### src/rtl/baccarat_match_fsm.sv
// baccarat_match_fsm: sequences card loads, third-card draws, hand results and
// match tallies for a multi-hand baccarat match.
module baccarat_match_fsm #(
    parameter int ROUNDS      = 5,
    parameter int CNT_W       = 4,
    parameter int HOLD_CYCLES = 2
) (
    input  logic             slow_clock,
    input  logic             resetb,
    input  logic             start,
    input  logic [3:0]       pscore,
    input  logic [3:0]       dscore,
    input  logic [3:0]       pcard3,
    output logic             load_pcard1,
    output logic             load_pcard2,
    output logic             load_pcard3,
    output logic             load_dcard1,
    output logic             load_dcard2,
    output logic             load_dcard3,
    output logic             clear_hand,
    output logic             player_win_light,
    output logic             dealer_win_light,
    output logic [CNT_W-1:0] player_wins,
    output logic [CNT_W-1:0] dealer_wins,
    output logic [CNT_W-1:0] ties,
    output logic [CNT_W-1:0] hand_num,
    output logic             busy,
    output logic             match_done
);
    localparam int HW = $clog2(HOLD_CYCLES + 1);

    typedef enum logic [3:0] {
        IDLE, P1, D1, P2, D2, EVAL, P3, D3DEC, D3, RESULT, HOLD, CLEAR, DONE
    } state_t;

    state_t        state;
    logic          p_flag;
    logic          d_flag;
    logic [HW-1:0] hold_cnt;
    logic          d3_draw;

    // Banker's third-card table, keyed on the banker score and the player's third card
    always_comb
        d3_draw = (dscore <= 4'd2) ||
                  (dscore == 4'd3 && pcard3 != 4'd8) ||
                  (dscore == 4'd4 && pcard3 >= 4'd2 && pcard3 <= 4'd7) ||
                  (dscore == 4'd5 && pcard3 >= 4'd4 && pcard3 <= 4'd7) ||
                  (dscore == 4'd6 && pcard3 >= 4'd6 && pcard3 <= 4'd7);

    always_ff @(posedge slow_clock or negedge resetb) begin
        if (!resetb) begin
            state       <= IDLE;
            p_flag      <= 1'b0;
            d_flag      <= 1'b0;
            hold_cnt    <= '0;
            player_wins <= '0;
            dealer_wins <= '0;
            ties        <= '0;
            hand_num    <= '0;
        end else begin
            case (state)
                IDLE, DONE: if (start) begin
                    state       <= P1;
                    p_flag      <= 1'b0;
                    d_flag      <= 1'b0;
                    player_wins <= '0;
                    dealer_wins <= '0;
                    ties        <= '0;
                    hand_num    <= '0;
                end
                P1:     state <= D1;
                D1:     state <= P2;
                P2:     state <= D2;
                D2:     state <= EVAL;
                EVAL:   state <= (pscore >= 4'd8 || dscore >= 4'd8) ? RESULT :
                                 (pscore <= 4'd5) ? P3 :
                                 (dscore <= 4'd5) ? D3 : RESULT;
                P3:     state <= D3DEC;
                D3DEC:  state <= d3_draw ? D3 : RESULT;
                D3:     state <= RESULT;
                RESULT: begin
                    p_flag      <= pscore >= dscore;
                    d_flag      <= dscore >= pscore;
                    player_wins <= player_wins + CNT_W'(pscore > dscore);
                    dealer_wins <= dealer_wins + CNT_W'(dscore > pscore);
                    ties        <= ties + CNT_W'(pscore == dscore);
                    hold_cnt    <= '0;
                    state       <= HOLD;
                end
                HOLD: begin
                    hold_cnt <= hold_cnt + 1'b1;
                    state    <= (hold_cnt == HW'(HOLD_CYCLES - 1)) ? CLEAR : HOLD;
                end
                CLEAR: begin
                    hand_num <= hand_num + 1'b1;
                    state    <= (hand_num + 1'b1 == CNT_W'(ROUNDS)) ? DONE : P1;
                end
                default: state <= IDLE;
            endcase
        end
    end

    assign load_pcard1      = state == P1;
    assign load_dcard1      = state == D1;
    assign load_pcard2      = state == P2;
    assign load_dcard2      = state == D2;
    assign load_pcard3      = state == P3;
    assign load_dcard3      = state == D3;
    assign clear_hand       = state == CLEAR;
    assign busy             = state != IDLE && state != DONE;
    assign match_done       = state == DONE;
    // Lights show the hand result while holding and the match result once done
    assign player_win_light = (state == HOLD && p_flag) || (state == DONE && player_wins >= dealer_wins);
    assign dealer_win_light = (state == HOLD && d_flag) || (state == DONE && dealer_wins >= player_wins);
endmodule

### config.mk
export PLATFORM = sky130hd
export DESIGN_NAME = baccarat_match_fsm
export DESIGN_NICKNAME = d
export VERILOG_FILES = /design/src/rtl/baccarat_match_fsm.sv
export SDC_FILE = /design/constraint.sdc
export NUM_CORES = 1
export LEC_CHECK = 0
export CELL_PAD_IN_SITES_DETAIL_PLACEMENT = 0
export CELL_PAD_IN_SITES_GLOBAL_PLACEMENT = 2
export CORE_MARGIN = 2
export CORE_UTILIZATION = 28
export CTS_CLUSTER_SIZE = 14
export DETAILED_ROUTE_END_ITERATION = 8
export PLACE_DENSITY_LB_ADDON = 0.1
export SYNTH_ARGS = -nofsm -noshare
export SYNTH_HDL_FRONTEND = slang
export SYNTH_SLANG_ARGS = --single-unit
export TNS_END_PERCENT = 1
### constraint.sdc
create_clock -name slow_clock -period 2.25 [get_ports slow_clock]
set_input_delay 0.675 -clock slow_clock [delete_from_list [all_inputs] [get_ports slow_clock]]
set_output_delay 0.675 -clock slow_clock [all_outputs]
set_load 0.005 [all_outputs]
# Word level (Yosys, flattened, before mapping)
# Cells that the tools add are included.
# classes
addsub,5
n_lt_le_gt_ge,15
eq_ne,22
n_mux,17
n_reduce_logical,27
# ops
op,n
case mux 4 bit (12 select lines),1
equality test 4 x 3 -> 1 bit (second input constant),8
case mux 4 bit (2 select lines),4
equality test 4 bit (second input constant),5
2-to-1 mux 4 bit,5
>= comparator 4 bit,4
adder 4 x 1 -> 4 bit,3
equality test 4 x 2 -> 1 bit (second input constant),3
less-or-equal comparator 4 x 3 -> 1 bit (second input constant),3
logical AND 1 bit,12
>= comparator 4 x 3 -> 1 bit (second input constant),2
>= comparator 4 bit (second input constant),2
> comparator 4 bit,2
inequality test 4 bit (second input constant),2
logical OR 1 bit,7
nonzero test 2 bit,3
adder 4 x 1 -> 4 bit (second input constant),1
equality test 4 x 1 -> 1 bit (second input constant),1
equality test 4 bit,1
>= comparator 4 x 2 -> 1 bit (second input constant),1
less-or-equal comparator 4 x 2 -> 1 bit (second input constant),1
logical NOT 4 bit,1
2-to-1 mux 1 bit,4
case mux 1 bit (2 select lines),2
7 further kinds,8
# totals
register_bits,24
input_bits,15
output_inout_bits,27

# Longest topological paths before layout
# Gate-level depths: netlist of run 1.
# logic_depth
ltp_word,8
depth_mapped,12
ltp_nobuf,12

# Least setup slack after synthesis of run 1
# Ideal clock, no wire load.
# synth_timing
kind,input-to-reg
startpoint,in pscore[1]
endpoint,reg dealer_wins[2]
setup_ns,0.119
arrival_ns,2.213
slack_ns,-0.082
path_stages,12
n_path_buf,0
path_cell_list,inv_1 -> ha_1 -> nor2b_1 -> o21ai_0 -> nand2b_1 -> a21oi_1 -> nor2_1 -> ha_1 -> ha_1 -> nand2_1 -> xor2_1 -> nor2_1
# synth_via
elab_chain_len,3
# synth_rtl
element,line_no,source
start: declaration,11,"input logic [3:0] pscore,"
> comparator 4 bit,85,dealer_wins <= dealer_wins + CNT_W'(dscore > pscore);
adder 4 x 1 -> 4 bit,85,
case mux 4 bit (2 select lines),61,case (state)
end signal: assignment,85,
end: declaration,24,"output logic [CNT_W-1:0] dealer_wins,"
# Every way passes these cells.
# A chain may end at the register's enable or synchronous reset.

# Worst setup path in the final report of run 1
# layout_timing
startpoint,reg player_wins[1]
endpoint,out player_win_light
# layout_via
elab_chain_len,3
# layout_rtl
element,line_no,source
start: declaration,23,"output logic [CNT_W-1:0] player_wins,"
start signal: assignment,84,player_wins <= player_wins + CNT_W'(pscore > dscore);
>= comparator 4 bit,113,assign player_win_light = (state == HOLD && p_flag) || (state == DONE && player_wins >= dealer_wins);
logical AND 1 bit,113,
logical OR 1 bit,113,
end: declaration,21,"output logic player_win_light,"
# Every way passes these cells.

==> metrics.md, run 1 <==
| Metric | Value |
|---|---|
| TritonCTS clock tree | `built` |
| Layout overhead on the synthesized area | `52.2%` |
| Placement row count | `27` |
| Final worst-path setup slack | `-0.275 ns` |
| Synth warn | `0` |
| Design area | `0.00249 sq mm` |
| Buf/Inv on CP | `2` |
| Number of global-route vias before repair | `1613` |
| I/O pins | `42` |
| Status | `finished with violations` |
| Inserted Clock Buffers | `3` |
| Number of H-tree levels | `1` |
| Family with the most delay on the worst path | `compound AO/OA/AOI/OAI gates` |
| Via count | `1623` |
| R2R Path End | `state[0]$_DFFE_PN0P_` |
| Flop2flop setup slack | `0.54 ns` |
| Nets in the synthesized netlist | `224` |
| Max-cap violation count | `0` |
| HP Class | `reg -> reg` |
| Max stage delay cell, worst path | `dfrtp_1` |
| Aggregate global routing overflow | `0` |
| Initial drt markers | `45` |
| Post-Syn Instances | `192` |
| Final TNS setup | `-0.586 ns` |
| Die width | `80.4 microns` |
| Max IR drop VDD | `0.403 mV` |
| Power Density | `978 mW/mm^2` |
| Post-synth cell types | `39` |
| Post-Syn Area | `0.00163 sq mm` |
| Flops & latches, synth | `24` |
| Nets@finish | `298` |
| Die ar. | `0.00646 sq mm` |
| Chip Height | `80.4 microns` |
| Clk_skew | `0.00863 ns` |
| CP endpoint kind | `primary output` |
| Dpl cell area | `0.00233 sq mm` |
| DR vias/cell | `4.82` |
| Hold Crit Depth | `1` |
| Syn_area_per_cell | `8.51 sq um` |
| Hold buffer count at CTS | `0` |
| Clock slew at reported path FFs | `0.10 ns` |
| Fin. Hold Viols | `0` |
| Fin crit share | `112%` |
| Fin. max-slew vios | `0` |
| Ant. Diodes | `0` |
| Data required time of the worst path | `1.57 ns` |
| Most common cell type on the critical path | `o21a_1` |
| Number of port buffers | `41` |
| Violated checks | `setup timing` |
| Fillers | `552` |
| Largest net degree at the start of global routing | `25` |
| DRC | `0` |
| Leak Pwr | `1.18 nW` |
| Worst slew pin tran | `0.342 ns` |
| Sequential element share of the synthesized area | `36.8%` |
| First-pass GRT wire length | `7350 microns` |
| Clock Latency Late Sink | `0.28 ns` |
| Unrepaired setup endpoints after global routing | `yes` |
| Sink Count | `24` |
| Post-Route WL | `4440 microns` |
| R2R cell count | `6` |
| Commonest non-fill, non-tap cell in the layout | `buf_4` |
| Setup WS pre-CTS | `-0.577 ns` |
| DR pass1 iterations | `4` |
| F_max | `396 MHz` |
| Routed Antenna Nets | `0` |
| Share of layout cells above drive strength 1 | `24.5%` |
| Relative slew slack | `77.2%` |
| Hold Path Origin | `ties[3]$_DFFE_PN0P_` |
| Initial Util | `29.3%` |
| Longest Clk Path Bufs | `2` |
| Worst r2r src | `hand_num[0]$_DFFE_PN0P_` |
| Worst Setup Start Kind | `register` |
| Final setup violation count | `4` |
| Hold EP | `ties[3]$_DFFE_PN0P_` |
| Core area | `0.00557 sq mm` |
| Post-layout minimum cycle time | `2.52 ns` |
| Critical-path cell list | `inv_2 -> ha_4 -> nor2b_1 -> o21a_1 -> o21a_1 -> o21ai_1 -> a22o_1 -> buf_2` |
| Gp weighted congestion | `0.854` |
| Total Routing Usage GR | `14.7%` |
| DP HPWL | `3350 microns` |
| Critical Path Max Stage Delay | `0.40 ns` |
| Critical path class | `reg -> out` |
| Core Util, Final | `44.6%` |
| Root cell of the clock tree | `clkbuf_8` |
| Worst EP arrival | `1.85 ns` |
| Most frequent cells in the layout | `buf_4, nand2_1, clkdlybuf4s50_1` |
| DR WL/cell | `13.2 microns` |
| Worst-path fanout max | `2` |
| Initial antenna violation count | `0` |
[cells in the mapped netlist]
cell type,instances,area (sq um)
a32oi_1,1,8.76
and3_1,1,6.26
dfrtp_1,24,601
buf_4,4,30.0
o311ai_0,1,8.76
ha_1,17,213
o21ba_2,1,10.0
a21oi_1,10,50.1
a22o_1,1,8.76
or3b_1,1,8.76
nor2_1,13,48.8
o21a_1,3,22.5
nor2b_4,1,13.8
nand2b_2,1,8.76
o211ai_1,1,7.51
xor2_1,2,17.5
nor4_2,1,12.5
nor2_2,1,6.26
buf_2,3,15.0
o31ai_1,3,22.5
nor2b_1,3,18.8
nand2b_1,7,43.8
nor3_1,5,25.0
or2_2,1,6.26
a31oi_1,3,18.8
a211oi_1,2,15.0
o21ai_0,12,60.1
o21ai_1,6,30.0
nand4_1,6,37.5
nand2_1,27,101
or3_1,2,12.5
inv_1,16,60.1
buf_6,1,11.3
nand3_1,6,30.0
and4_1,1,8.76
a41oi_1,1,8.76
xnor2_1,1,8.76
a21oi_2,1,8.76
a221oi_1,1,8.76
[area by class of cell]
type / instances / area (sq um) / area share, %
clock buffer: 3 / 41.3 / 1.66
multi-input combinational: 144 / 993 / 39.9
tap: 72 / 90.1 / 3.62
sequential: 24 / 602 / 24.2
timing repair buffer: 77 / 671 / 27.0
inverter: 16 / 60.1 / 2.41
clock inverter: 1 / 30.0 / 1.21
[logic make-up (layout without fill, tap and decap cells)]
kind of cell | Yosys count | count (layout) | share of synthesized area [%]
AO/OA/AOI/OAI | 47 | 47 | 17.7
XOR/XNOR | 3 | 3 | 1.61
adder cells (fa/ha/maj) | 17 | 17 | 13.0
buffers and inverters | 24 | 97 | 7.12
flip-flops | 24 | 24 | 36.8
AND/OR/NAND/NOR | 77 | 77 | 23.8
[where the power goes]
group | internal [mW] | total, mW | switching, mW
sequential | 0.555 | 0.660 | 0.105
clock | 0.238 | 0.395 | 0.156
combinational | 0.730 | 1.38 | 0.647
total | 1.52 | 2.43 | 0.909
[how the worst max path moves through the flow]
stage,endpoint,depth (start not counted),startpoint
floorplan,dealer_wins[2]$_DFFE_PN0P_,12,pscore[1]
global placement,dealer_wins[2]$_DFFE_PN0P_,13,pscore[1]
detailed placement,dealer_wins[2]$_DFFE_PN0P_,13,pscore[1]
CTS,player_win_light,7,dealer_wins[1]$_DFFE_PN0P_
global route,player_win_light,8,player_wins[1]$_DFFE_PN0P_
finish,player_win_light,8,player_wins[1]$_DFFE_PN0P_
[through the flow]
step	hold slack [ns]	cells	total power, mW
after floorplan	0.379	192	1.37
after global placement	0.462	330	1.95
after detailed placement	0.478	330	1.97
after CTS	0.494	335	2.40
after global routing	0.526	337	2.66
final	0.494	337	2.43
[sequential cells by signal (all words and copies together) (netlist names)]
register / flops
hand_num: 4
dealer_wins: 4
hold_cnt: 2
player_wins: 4
ties: 4
state: 4
p_flag: 1
d_flag: 1
[layer usage]
layer,up-vias,wire length (microns),global-route usage [%]
met5,-,0,0
met4,0,53,4.41
met3,5,138,2.36
met2,25,2140,25.7
met1,775,2110,18.4
li1,818,-,-
[timing repair]
item,4_1_cts,5_1_grt
pin swaps,9,8
setup endpoints to repair,19,13
cloned,0,0
setup buffers,1,2
resized for setup,26,12
No activity file was read; power rests on OpenSTA's default activity.
==> inputs of run 2 (changes only) <==
- GPL_ROUTABILITY_DRIVEN: not set -> 0
- GPL_TIMING_DRIVEN: not set -> 0
==> run 2 against run 1 <==
The flow still finishes with violations (setup timing). Sequential share of layout area up 1.4 points. Non-clock buffer count is 23 lower. Register-to-register slack about the same. Hold slack got worse by 0.014 ns. First-iteration DRC count down 18%. Die area is the same. Sequential power is 4.1% higher. Combinational power shrank 5%. Core utilization fell by 2.3 points. Clock-buffer cell count did not move. Setup slack improved by 0.034 ns. Critical path type unchanged.
==> metrics.md, run 2 (synthesis results as in run 1) <==
| Metric | Value |
|---|---|
| Status | `finished with violations` |
| Violated checks | `setup timing` |
| DR pass1 iterations | `4` |
| Initial drt markers | `37` |
| Fin crit share | `111%` |
| R2R cell count | `6` |
| Final setup violation count | `4` |
| Post-layout minimum cycle time | `2.49 ns` |
| Worst Setup Start Kind | `register` |
| Setup WS pre-CTS | `-0.636 ns` |
| Via count | `1576` |
| Flop2flop setup slack | `0.53 ns` |
| Worst r2r src | `hand_num[0]$_DFFE_PN0P_` |
| Unrepaired setup endpoints after global routing | `yes` |
| TritonCTS clock tree | `built` |
| Sink Count | `24` |
| Critical path class | `reg -> out` |
| DP HPWL | `3260 microns` |
| Chip Height | `80.4 microns` |
| Worst EP arrival | `1.82 ns` |
| Inserted Clock Buffers | `3` |
| DR vias/cell | `5.04` |
| Core area | `0.00557 sq mm` |
| Number of global-route vias before repair | `1529` |
| Ant. Diodes | `0` |
| Clk_skew | `0.00238 ns` |
| Share of layout cells above drive strength 1 | `19.9%` |
| Design area | `0.00236 sq mm` |
| Worst slew pin tran | `1.18 ns` |
| Aggregate global routing overflow | `0` |
| Total Routing Usage GR | `14.8%` |
| Data required time of the worst path | `1.57 ns` |
| Worst-path fanout max | `2` |
| Number of port buffers | `41` |
| Layout overhead on the synthesized area | `44.3%` |
| Nets@finish | `275` |
| Die width | `80.4 microns` |
| Relative slew slack | `21.3%` |
| Leak Pwr | `1.08 nW` |
| Largest net degree at the start of global routing | `25` |
| R2R Path End | `state[0]$_DFFE_PN0P_` |
| Routed Antenna Nets | `0` |
| Die ar. | `0.00646 sq mm` |
| I/O pins | `42` |
| Placement row count | `27` |
| Number of H-tree levels | `1` |
| Dpl cell area | `0.00214 sq mm` |
| Longest Clk Path Bufs | `2` |
| Root cell of the clock tree | `clkbuf_8` |
| Max IR drop VDD | `0.512 mV` |
| HP Class | `reg -> reg` |
| Commonest non-fill, non-tap cell in the layout | `nand2_1` |
| Clock slew at reported path FFs | `0.08 ns` |
| Final worst-path setup slack | `-0.241 ns` |
| First-pass GRT wire length | `7330 microns` |
| DR WL/cell | `14.1 microns` |
| Fin. max-slew vios | `0` |
| Max-cap violation count | `0` |
| Power Density | `957 mW/mm^2` |
| Initial antenna violation count | `0` |
| Core Util, Final | `42.3%` |
| Worst Hold Slack | `0.479 ns` |
| Hold buffer count at CTS | `0` |
| F_max | `402 MHz` |
| Hold Path Origin | `ties[3]$_DFFE_PN0P_` |
| CP endpoint kind | `primary output` |
| Most frequent cells in the layout | `nand2_1, clkdlybuf4s50_1, dfrtp_1` |
| Initial Util | `29.3%` |
| Fin. Hold Viols | `0` |
| DRC | `0` |
| Clock Latency Late Sink | `0.27 ns` |
| Hold Crit Depth | `1` |
| Post-Route WL | `4410 microns` |
| Hold EP | `ties[3]$_DFFE_PN0P_` |
run 2: critical path: stages (launching register included):
cell	delay (ns)
dfrtp_1	0.40
inv_2	0.09
ha_4	0.20
nor2b_1	0.12
o21a_1	0.16
o21a_1	0.19
o21ai_2	0.12
a22o_1	0.14
buf_2	0.11
run 2: repair_timing:
item,CTS,global route
endpoints found under the setup margin,20,14
setup buffers,4,1
pin swaps,11,6
gates resized for setup,27,25
run 2: worst max-delay path by stage:
| stage | start | end | slack (ns) | cells past startpoint |
|---|---|---|---|---|
| 2_1_floorplan | pscore[1] | dealer_wins[2]$_DFFE_PN0P_ | 0.02 | 12 |
| 3_3_place_gp | pscore[1] | dealer_wins[2]$_DFFE_PN0P_ | -0.63 | 13 |
| 3_5_place_dp | dscore[1] | dealer_wins[2]$_DFFE_PN0P_ | -0.64 | 12 |
| 4_1_cts | dealer_wins[1]$_DFFE_PN0P_ | player_win_light | -0.29 | 7 |
| 5_1_grt | player_wins[1]$_DFFE_PN0P_ | player_win_light | -0.34 | 8 |
| 6_report | player_wins[1]$_DFFE_PN0P_ | player_win_light | -0.24 | 8 |
run 2: layout make-up:
| type | instances | area (sq um) |
|---|---|---|
| Buffer | 8 | 62.6 |
| Multi-Input combinational cell | 144 | 1050 |
| Timing Repair Buffer | 46 | 444 |
| Inverter | 16 | 62.6 |
| Tap cell | 72 | 90.1 |
| Fill cell | 583 | 3220 |
| Clock buffer | 3 | 41.3 |
| Sequential cell | 24 | 603 |
run 2: report_power, final:
| part | internal (mW) | switching (mW) | leakage, nW |
|---|---|---|---|
| Clock | 0.120 | 0.143 | 0.0216 |
| Combinational | 0.656 | 0.650 | 0.737 |
| Sequential | 0.558 | 0.129 | 0.319 |
| Total | 1.33 | 0.922 | 1.08 |
run 2: stage by stage:
| stage | total power [mW] | std cells | TNS [ns] |
|---|---|---|---|
| 2_1_floorplan | 1.37 | 192 | 0 |
| 3_3_place_gp | 1.81 | 305 | -5.21 |
| 3_5_place_dp | 1.82 | 305 | -5.40 |
| 4_1_cts | 2.18 | 312 | -1.20 |
| 5_1_grt | 2.47 | 313 | -1.11 |
| 6_report | 2.26 | 313 | -0.524 |
run 2: routing by layer:
| metal | part of all wire (%) | global-route usage [%] | vias to the layer above |
|---|---|---|---|
| met5 | 0 | 0 | - |
| met4 | 0.84 | 3.56 | 0 |
| met3 | 3.8 | 3.15 | 4 |
| met2 | 50 | 25.5 | 29 |
| met1 | 45 | 18.7 | 769 |
| li1 | - | - | 774 |
==> inputs of run 3 (changes only) <==
- CORE_MARGIN: 2 -> 4
==> run 3 against run 2 <==
The flow still finishes with violations (setup timing). Power grew 5.9%. Maximum frequency shrank 1.6%. Flip-flop and latch count is the same. Die area grew 10%. Non-clock buffer count grew 1. Sequential power shrank 1%. Hold slack lost 0.093 ns. Combinational power is essentially flat. Register-to-register slack is essentially flat. Clock power grew 51%. Critical endpoint unchanged. Largest cell class unchanged.
==> metrics.md, run 3 (synthesis results as in run 1) <==
| Metric | Value |
|---|---|
| DR WL/cell | `14.6 microns` |
| Sw power | `0.927 mW` |
| Max IR drop VDD | `0.461 mV` |
| Violated checks | `setup timing` |
| Internal | `1.46 mW` |
| Clock slew at reported path FFs | `0.10 ns` |
| Unrepaired setup endpoints after global routing | `yes` |
| Non-Filler Instances | `315` |
| Post-layout minimum cycle time | `2.53 ns` |
| Power Density | `1020 mW/mm^2` |
| Worst slew pin tran | `0.583 ns` |
| Placed Instances | `305` |
| Final TNS setup | `-0.692 ns` |
| Sink Count | `24` |
| Final setup violation count | `6` |
| Nets@finish | `276` |
| Layout overhead on the synthesized area | `42.7%` |
| Number of H-tree levels | `1` |
| Largest net degree at the start of global routing | `25` |
| Clock Latency Late Sink | `0.27 ns` |
| Aggregate global routing overflow | `0` |
| Flop pwr share | `28.5%` |
| Comb power frac | `54.9%` |
| Initial drt markers | `37` |
| Data required time of the worst path | `1.57 ns` |
| Fin. max-slew vios | `0` |
| DR pass1 iterations | `4` |
| Share of layout cells above drive strength 1 | `17.7%` |
| DRC | `0` |
| Number of global-route vias before repair | `1587` |
| Critical path class | `reg -> out` |
| Core area | `0.00557 sq mm` |
| F_max | `395 MHz` |
| Die width | `84.4 microns` |
| Clk_skew | `0.00188 ns` |
| Leak Pwr | `1.10 nW` |
| Die ar. | `0.00712 sq mm` |
| Worst EP arrival | `1.86 ns` |
| Inserted Clock Buffers | `3` |
| DP HPWL | `3360 microns` |
| TritonCTS clock tree | `built` |
| Via count | `1561` |
| Critical Path Max Stage Delay | `0.43 ns` |
| Final worst-path setup slack | `-0.281 ns` |
| Placement row count | `27` |
| Chip Height | `84.4 microns` |
| Max stage delay cell, worst path | `dfrtp_1` |
| Number of port buffers | `41` |
| Initial antenna violation count | `0` |
| Ant. Diodes | `0` |
| Max-cap violation count | `0` |
| Worst-path fanout max | `2` |
| Relative slew slack | `61.2%` |
| Most frequent cells in the layout | `nand2_1, clkdlybuf4s50_1, dfrtp_1` |
| Flop2flop setup slack | `0.53 ns` |
| Worst Setup Start Kind | `register` |
| Routed Antenna Nets | `0` |
| Total Routing Usage GR | `13.0%` |
| Post-Route WL | `4610 microns` |
| DR vias/cell | `4.96` |
| Clk pwr share | `16.6%` |
| First-pass GRT wire length | `7540 microns` |
| Fillers | `596` |
| Root cell of the clock tree | `clkbuf_8` |
| Most common cell type on the critical path | `o21a_1` |
| Fin crit share | `112%` |
| Critical-path cell list | `ha_4 -> nor2b_4 -> o21a_1 -> o21a_1 -> o21ai_1 -> a22o_1 -> buf_2` |
| Hold buffer count at CTS | `0` |
| Status | `finished with violations` |
| Net Sw Frac | `38.8%` |
| I/O pins | `42` |
| Fin. Hold Viols | `0` |
| CP endpoint kind | `primary output` |
| HP Class | `in -> async` |
| Longest Clk Path Bufs | `2` |
| Initial Util | `29.3%` |
==> run 3: power by group through the flow <==
stage                     clock (mW)  sequential [mW]  combinational (mW)
after floorplan                    0            0.655               0.715
after global placement             0            0.663                1.15
after detailed placement           0            0.671                1.15
after CTS                      0.408            0.661                1.23
after global routing           0.423            0.697                1.47
final                          0.398            0.680                1.31
==> run 3: critical path: cells and delay by family (launching register included) <==
family	cells	cell delay (ns)
fa+ha+maj	1	0.26
compound gates	4	0.66
buf+inv	1	0.11
simple gates	1	0.12
flops	1	0.43
==> run 3: final cells by class <==
class,instances,area (sq um),area share (%)
clock buffers,3,41.3,1.77
clock inverters,1,30.0,1.29
multi-input cells,144,1010,43.2
repair buffers,47,438,18.8
inverters,16,62.6,2.68
flip-flops and latches,24,602,25.8
well taps,72,90.1,3.86
plain buffers,8,60.1,2.58
==> run 3: stage by stage <==
step	area (sq um)	power [mW]	hold WS [ns]	setup WS (ns)	utilization [%]
5_1_grt	2330	2.59	0.441	-0.372	41.8
3_5_place_dp	2140	1.82	0.472	-0.664	38.4
2_1_floorplan	1640	1.37	0.379	0.0173	-
4_1_cts	2270	2.30	0.488	-0.295	40.7
6_report	2330	2.39	0.386	-0.281	41.8
3_3_place_gp	2140	1.81	0.462	-0.628	38.4
==> run 3: final timing paths <==
kind | endpoint | depth (start not counted) | start
hold / removal | ties[3]$_DFFE_PN0P_ | 1 | resetb
max in group asynchronous | state[0]$_DFFE_PN0P_ | 1 | resetb
setup reg to reg | state[0]$_DFFE_PN0P_ | 6 | hand_num[0]$_DFFE_PN0P_
setup / recovery | player_win_light | 7 | dealer_wins[1]$_DFFE_PN0P_
hold reg to reg | ties[3]$_DFFE_PN0P_ | 1 | ties[3]$_DFFE_PN0P_
min in group slow_clock | ties[3]$_DFFE_PN0P_ | 1 | ties[3]$_DFFE_PN0P_
==> run 3: timing repair <==
| action | 4_1_cts | 5_1_grt |
|---|---|---|
| setup endpoints to repair | 20 | 16 |
| pin swaps | 10 | 7 |
| setup buffers | 4 | 2 |
| resized for setup | 28 | 13 |
==> run 3: metal layers <==
metal	vias up	routed length, microns	track usage [%]
li1	768	-	-
met1	745	2140	17.1
met2	37	2180	21.7
met3	11	192	2.45
met4	0	95	4.03
met5	-	0	0
